==> src/rtl/mul_accumulator.sv <==
// Packet accumulator for signed multiplier products: sums up to LEN beats into a
// wide signed accumulator and presents sum, term count and overflow downstream.
module mul_accumulator #(
  parameter int unsigned IN_W  = 32,
  parameter int unsigned ACC_W = 40,
  parameter int unsigned LEN   = 4
) (
  input  logic             clk,
  input  logic             reset,
  input  logic             src_valid,
  output logic             src_ready,
  input  logic [IN_W-1:0]  in_data,
  input  logic             in_last,
  output logic             dst_valid,
  input  logic             dst_ready,
  output logic [ACC_W-1:0] acc_out,
  output logic [7:0]       acc_count,
  output logic             overflow
);

  typedef enum logic {ACCUM, HOLD} state_t;

  state_t           state_q, state_d;
  logic [ACC_W-1:0] acc_q, acc_d;
  logic [7:0]       cnt_q, cnt_d;
  logic             ovf_q, ovf_d;
  logic [ACC_W-1:0] acc_out_q, acc_out_d;
  logic [7:0]       acc_count_q, acc_count_d;
  logic             overflow_q, overflow_d;

  logic [ACC_W-1:0] ext;
  logic [ACC_W-1:0] sum;
  logic [7:0]       cnt_inc;
  logic             ovf_beat;
  logic             accept;

  assign src_ready = (state_q == ACCUM);
  assign dst_valid = (state_q == HOLD);
  assign acc_out   = acc_out_q;
  assign acc_count = acc_count_q;
  assign overflow  = overflow_q;

  always_comb begin
    state_d     = state_q;
    acc_d       = acc_q;
    cnt_d       = cnt_q;
    ovf_d       = ovf_q;
    acc_out_d   = acc_out_q;
    acc_count_d = acc_count_q;
    overflow_d  = overflow_q;

    ext      = {{(ACC_W-IN_W){in_data[IN_W-1]}}, in_data};
    sum      = acc_q + ext;
    cnt_inc  = cnt_q + 8'd1;
    // Same-sign operands producing a differently-signed sum means wraparound.
    ovf_beat = (acc_q[ACC_W-1] == ext[ACC_W-1]) && (sum[ACC_W-1] != acc_q[ACC_W-1]);
    accept   = src_valid && (state_q == ACCUM);

    case (state_q)
      ACCUM: begin
        if (accept) begin
          acc_d = sum;
          cnt_d = cnt_inc;
          ovf_d = ovf_q | ovf_beat;
          if (in_last || (cnt_inc == 8'(LEN))) begin
            acc_out_d   = sum;
            acc_count_d = cnt_inc;
            overflow_d  = ovf_q | ovf_beat;
            state_d     = HOLD;
          end
        end
      end
      HOLD: begin
        if (dst_ready) begin
          acc_d   = '0;
          cnt_d   = '0;
          ovf_d   = 1'b0;
          state_d = ACCUM;
        end
      end
      default: state_d = ACCUM;
    endcase
  end

  always_ff @(posedge clk) begin
    if (reset) begin
      state_q     <= ACCUM;
      acc_q       <= '0;
      cnt_q       <= '0;
      ovf_q       <= 1'b0;
      acc_out_q   <= '0;
      acc_count_q <= '0;
      overflow_q  <= 1'b0;
    end else begin
      state_q     <= state_d;
      acc_q       <= acc_d;
      cnt_q       <= cnt_d;
      ovf_q       <= ovf_d;
      acc_out_q   <= acc_out_d;
      acc_count_q <= acc_count_d;
      overflow_q  <= overflow_d;
    end
  end

endmodule
==> config.mk <==
export PLATFORM = sky130hd
export DESIGN_NAME = mul_accumulator
export DESIGN_NICKNAME = d
export VERILOG_FILES = /design/src/rtl/mul_accumulator.sv
export SDC_FILE = /design/constraint.sdc
export NUM_CORES = 1
export LEC_CHECK = 0
export BUFFER_PORTS_ARGS = -buffer_cell sky130_fd_sc_hd__buf_2
export CAP_MARGIN = 0
export CORE_MARGIN = 5
export CORE_UTILIZATION = 30
export DETAILED_ROUTE_END_ITERATION = 8
export GPL_ROUTABILITY_DRIVEN = 0
export GPL_TIMING_DRIVEN = 0
export HOLD_SLACK_MARGIN = 0.12
export SYNTH_ARGS = -nofsm -noshare
export SYNTH_HDL_FRONTEND = slang
export SYNTH_SLANG_ARGS = --single-unit
==> constraint.sdc <==
create_clock -name clk -period 3.5 [get_ports clk]
set_input_delay 0.525 -clock clk [delete_from_list [all_inputs] [get_ports clk]]
set_output_delay 0.525 -clock clk [all_outputs]
set_load 0.01 [all_outputs]
### Word-level counts from Yosys, hierarchy flattened

Cells that the tools add are included.
W data, S select, Z words.

| word-level totals | value |
|---|---|
| register bits after elaboration | 99 |
| bits of input ports | 37 |
| output and inout bits | 51 |
| word-level logic and storage cells | 34 |

| cells by class | value |
|---|---|
| add/sub/neg operators | 2 |
| equal/unequal tests | 5 |
| muxes and demuxes | 13 |
| bitwise operators | 2 |
| reduce and logical (&&, ||, !) cells | 5 |

Operators by type and width:

| operator | number |
|---|---|
| $mux W40 | 2 |
| $pmux W40 S2 | 1 |
| $add A40 B40 Y40 | 1 |
| $mux W8 | 2 |
| $pmux W8 S2 | 1 |
| $add A8 B1 Y8 const B | 1 |
| $eq A8 B3 Y1 const B | 1 |
| $mux W1 | 5 |
| $pmux W1 S2 | 2 |
| $reduce_and A3 Y1 | 1 |
| $logic_and A1 B1 Y1 | 2 |
| $ne A2 B1 Y1 const B | 1 |
| $ne A2 B2 Y1 const B | 1 |
| $reduce_and A2 Y1 | 1 |
| $eq A1 B1 Y1 | 1 |
| $logic_or A1 B1 Y1 | 1 |
| $ne A1 B1 Y1 | 1 |
| $not A1 Y1 | 1 |
| $or A1 B1 Y1 | 1 |

### Logic depth before layout (Yosys ltp)

| depth | value |
|---|---|
| depth after elaboration | 6 |
| mapped depth | 12 |

### Worst setup path after synthesis

Ideal clock, no wire load.

| path | value |
|---|---|
| path type | in2reg |
| from | input port in_data[0] |
| to | register acc_out_q[38], in the netlist acc_out[38] |
| arrival time | 2.878 ns |
| required time | 3.438 ns |
| setup slack | 0.560 ns |
| stages on the path | 12 |
| cell sequence | ha_1 -> inv_1 -> fa_1 -> nor2b_1 -> o2111ai_1 -> and4_4 -> o31ai_2 -> a211oi_2 -> o21ai_2 -> nand2_1 -> or4_1 -> nand3_1 |

| on the way | value |
|---|---|
| word-level cells in the longest chain between the ends | 1 |

RTL lines:

| item | RTL line | text |
|---|---|---|
| start, declared | 12 | `input logic [IN_W-1:0] in_data,` |
| $add A40 B40 Y40 | 53 | `sum = acc_q + ext;` |
| end signal, assigned | 99 | `acc_out_q <= acc_out_d;` |
| end, declared | 27 | `logic [ACC_W-1:0] acc_out_q, acc_out_d;` |

No other way between the ends.
A chain may end at the register's enable or synchronous reset.

### Worst setup path in the final report

| path | value |
|---|---|
| from | register acc_q[0] |
| to | register acc_out_q[38], in the netlist acc_out[38] |

| on the way | value |
|---|---|
| word-level cells in the longest chain between the ends | 1 |

RTL lines:

| item | RTL line | text |
|---|---|---|
| start, declared | 24 | `logic [ACC_W-1:0] acc_q, acc_d;` |
| start signal, assigned | 88 | `acc_q <= '0;` |
| start signal, assigned | 96 | `acc_q <= acc_d;` |
| $add A40 B40 Y40 | 53 |  |

No other way between the ends.

==> qor.yml <==
num_vias: 5656
p_comb_share_pct: 32.0
finClkSkew_ns: 0.00924
yosysMostFrequentCell: "nand2_1"
first_iter_violations: 427
min_period_ns: 3.16
clk_pin_slew_ns: 0.08
worst_slew_pin_slew_ns: 0.762
hold_class: "register to register"
pwr-share-clk_pct: 29.7
ys_ff_latch: 99
peakVddDrop_mv: 0.312
synth-async-reset-ratio_pct: 0
io_buffers: 87
initial_utilization_pct: 30.3
ant_nets: 0
synth.area.top_cells: "dfxtp_1, ha_1, nand2_1"
clkLatencyLatePin_ns: 0.36
cp_data_arrival_time_ns: 3.47
end_kind: "register"
cts_buffers: 9
die_x_um: 150
yosys.area_share.simple_pct: 22.1
fp.dieArea_um2: 22400
clock_path_buffers: 2
slew_violations: 0
postCtsSetupRepairBufs: 0
yosys.area.top_type_share_pct: 33.8
critPathRequiredTime_ns: 3.81
r2r_end: "acc_out[38]$_SDFFE_PP0P_"
antenna_cells: 0
first_pass_iters: 5
rr_worst_depth: 12
synth_fa_ha_area_share_pct: 8.89
crit_path_start_kind: "register"
core-area_um2: 19300
utilization_pct: 35.8
fmax_ghz: 0.316
dp.final_hpwl_um: 13700
hold_viol: 0
synth_common_cells: "nand2_1, dfxtp_1, nor2_1"
cts-root-buf: "clkbuf_16"
pwr-share-seq_pct: 38.3
maxCapViolations: 0
grt_pass1_wl_um: 28100
rsz0062_at_grt: "no"
relSlewSlack_pct: 49.2
htree_levels: 3
grt_pass1_vias: 5369
r2r_setup_slack_ns: 0.34
via_per_inst: 5.14
p_per_area_nw_per_um2: 493
nets: 909
crit_end: "acc_out[38]$_SDFFE_PP0P_"
grt_max_degree: 19
cts_tree: "built"
cts_resized: 0
synth_cell_types: 67
synth_top_family_by_area: "compound AO/OA/AOI/OAI gates"
grt_usage_pct: 15.8
synth_ff_type: "dfxtp_1"
p_int_mw: 2.19
yosys_warnings: 0
syn_nets: 811
fillers: 2092
synthXorXnorAreaFrac_pct: 5.38
reg2reg_from: "acc_q[0]$_SDFFE_PP0P_"
antenna_found_initial: 0
yosysTopAreaCell: "dfxtp_1"
rows: 51
netlist_instances: 733
synth_mux_area_share_pct: 0.342
period_share_pct: 90.3
p_leak_nw: 3.02
netlist_area_um2: 5860
fin_setup_tns_ns: 0
synth-edff-count: 0
die_h_um: 150
drive_gt1_share_pct: 15.2
startpoint: "acc_q[0]$_SDFFE_PP0P_"
areaGrowthSynthToFinish_pct: 18.2
ys_seq_area_share_pct: 33.8
drc: 0
total_power_mw: 3.42
switching_share_pct: 35.8
crit_fanout: 3
synth-compound-area-share_pct: 25.8
finalSetupViolations: 0
ios: 88
grt_overflow: 0
status: "completed"
worst-setup-path-type: "register to register"
worst_hold_slack_ns: 0.454
switching_power_mw: 1.22
wl_per_cell_um: 16.1
avgSynthCellArea_um2: 7.99
finalWirelength_um: 17700
min_from: "acc_out[3]$_SDFFE_PP0P_"
cts.sinks: 99
cts_hold_buf: 0
-- worst max-delay path, cell delays in order (launching register included) --
cell       delay (ns)
dfxtp_1          0.34
ha_1             0.21
inv_1            0.07
fa_1             0.40
nor2b_1          0.17
o2111ai_1        0.19
and4_4           0.23
o31ai_2          0.40
a211oi_2         0.19
o21ai_2          0.25
nand2_1          0.11
or4_1            0.47
nand3_1          0.09
-- placed cells by master (no fill, tap or decap), types with 17 or more instances in the layout --
cell type / n
a21o_1: 17
a21oi_1: 73
a22oi_1: 22
buf_2: 91
clkbuf_1: 29
dfxtp_1: 99
ha_1: 40
nand2_1: 100
nand3_1: 18
nor2_1: 86
o21ai_0: 35
xnor2_1: 22
-- registers in the layout (all words and copies together) (netlist names) --
signal     flops
acc_q         40
acc_out       40
acc_count      8
cnt_q          8
overflow       1
dst_valid      1
ovf_q          1
-- area by class of cell --
| class | instances | area, um2 | area share, % |
|---|---|---|---|
| timing repair buffer | 87 | 435 | 6.29 |
| sequential | 99 | 1980 | 28.6 |
| clock buffer | 10 | 239 | 3.45 |
| buffer | 39 | 173 | 2.49 |
| multi-input combinational | 583 | 3660 | 52.8 |
| inverter | 12 | 45.0 | 0.651 |
| clock inverter | 6 | 60.1 | 0.868 |
| tap | 265 | 332 | 4.79 |
-- power groups by stage --
stage | clock network (mW) | logic (mW) | registers [mW]
4_1_cts | 1.03 | 1.09 | 1.31
5_1_grt | 1.09 | 1.22 | 1.32
3_5_place_dp | 0 | 1.09 | 1.33
6_report | 1.02 | 1.09 | 1.31
2_1_floorplan | 0 | 0.776 | 1.34
3_3_place_gp | 0 | 1.08 | 1.33
-- logic make-up after synthesis --
group,Yosys count
and+or+nand+nor,278
buffers and inverters,51
DFF,99
muxes,2
AOI/OAI and AO/OA,226
adders and majority gates,41
xor gates and xnor gates,36
-- per-layer routing --
metal | up-vias | routed length (um) | GRT usage (%)
met2 | 120 | 8080 | 25.9
met3 | 26 | 842 | 2.42
met4 | 0 | 479 | 6.95
li1 | 2835 | - | -
met5 | - | 0 | 0
met1 | 2675 | 8290 | 20.6
-- per-stage QoR --
stage / cells / worst slack [ns] / area, um2
final: 1101 / 0.338 / 6920
after global routing: 1101 / 0.0936 / 6920
after CTS: 1101 / 0.349 / 6920
after detailed placement: 1085 / 0.101 / 6620
after global placement: 1085 / 0.120 / 6620
after floorplan: 733 / 0.560 / 5860
-- worst min path at each step --
stage	slack, ns	to	cells after the start
5_1_grt	0.47	acc_out[22]$_SDFFE_PP0P_	2
3_3_place_gp	0.44	acc_q[21]$_SDFFE_PP0P_	2
3_5_place_dp	0.44	acc_out[0]$_SDFFE_PP0P_	2
2_1_floorplan	0.42	acc_q[21]$_SDFFE_PP0P_	2
4_1_cts	0.45	acc_out[0]$_SDFFE_PP0P_	2
6_report	0.45	acc_out[3]$_SDFFE_PP0P_	2
Power figures use the tool's default switching activity.
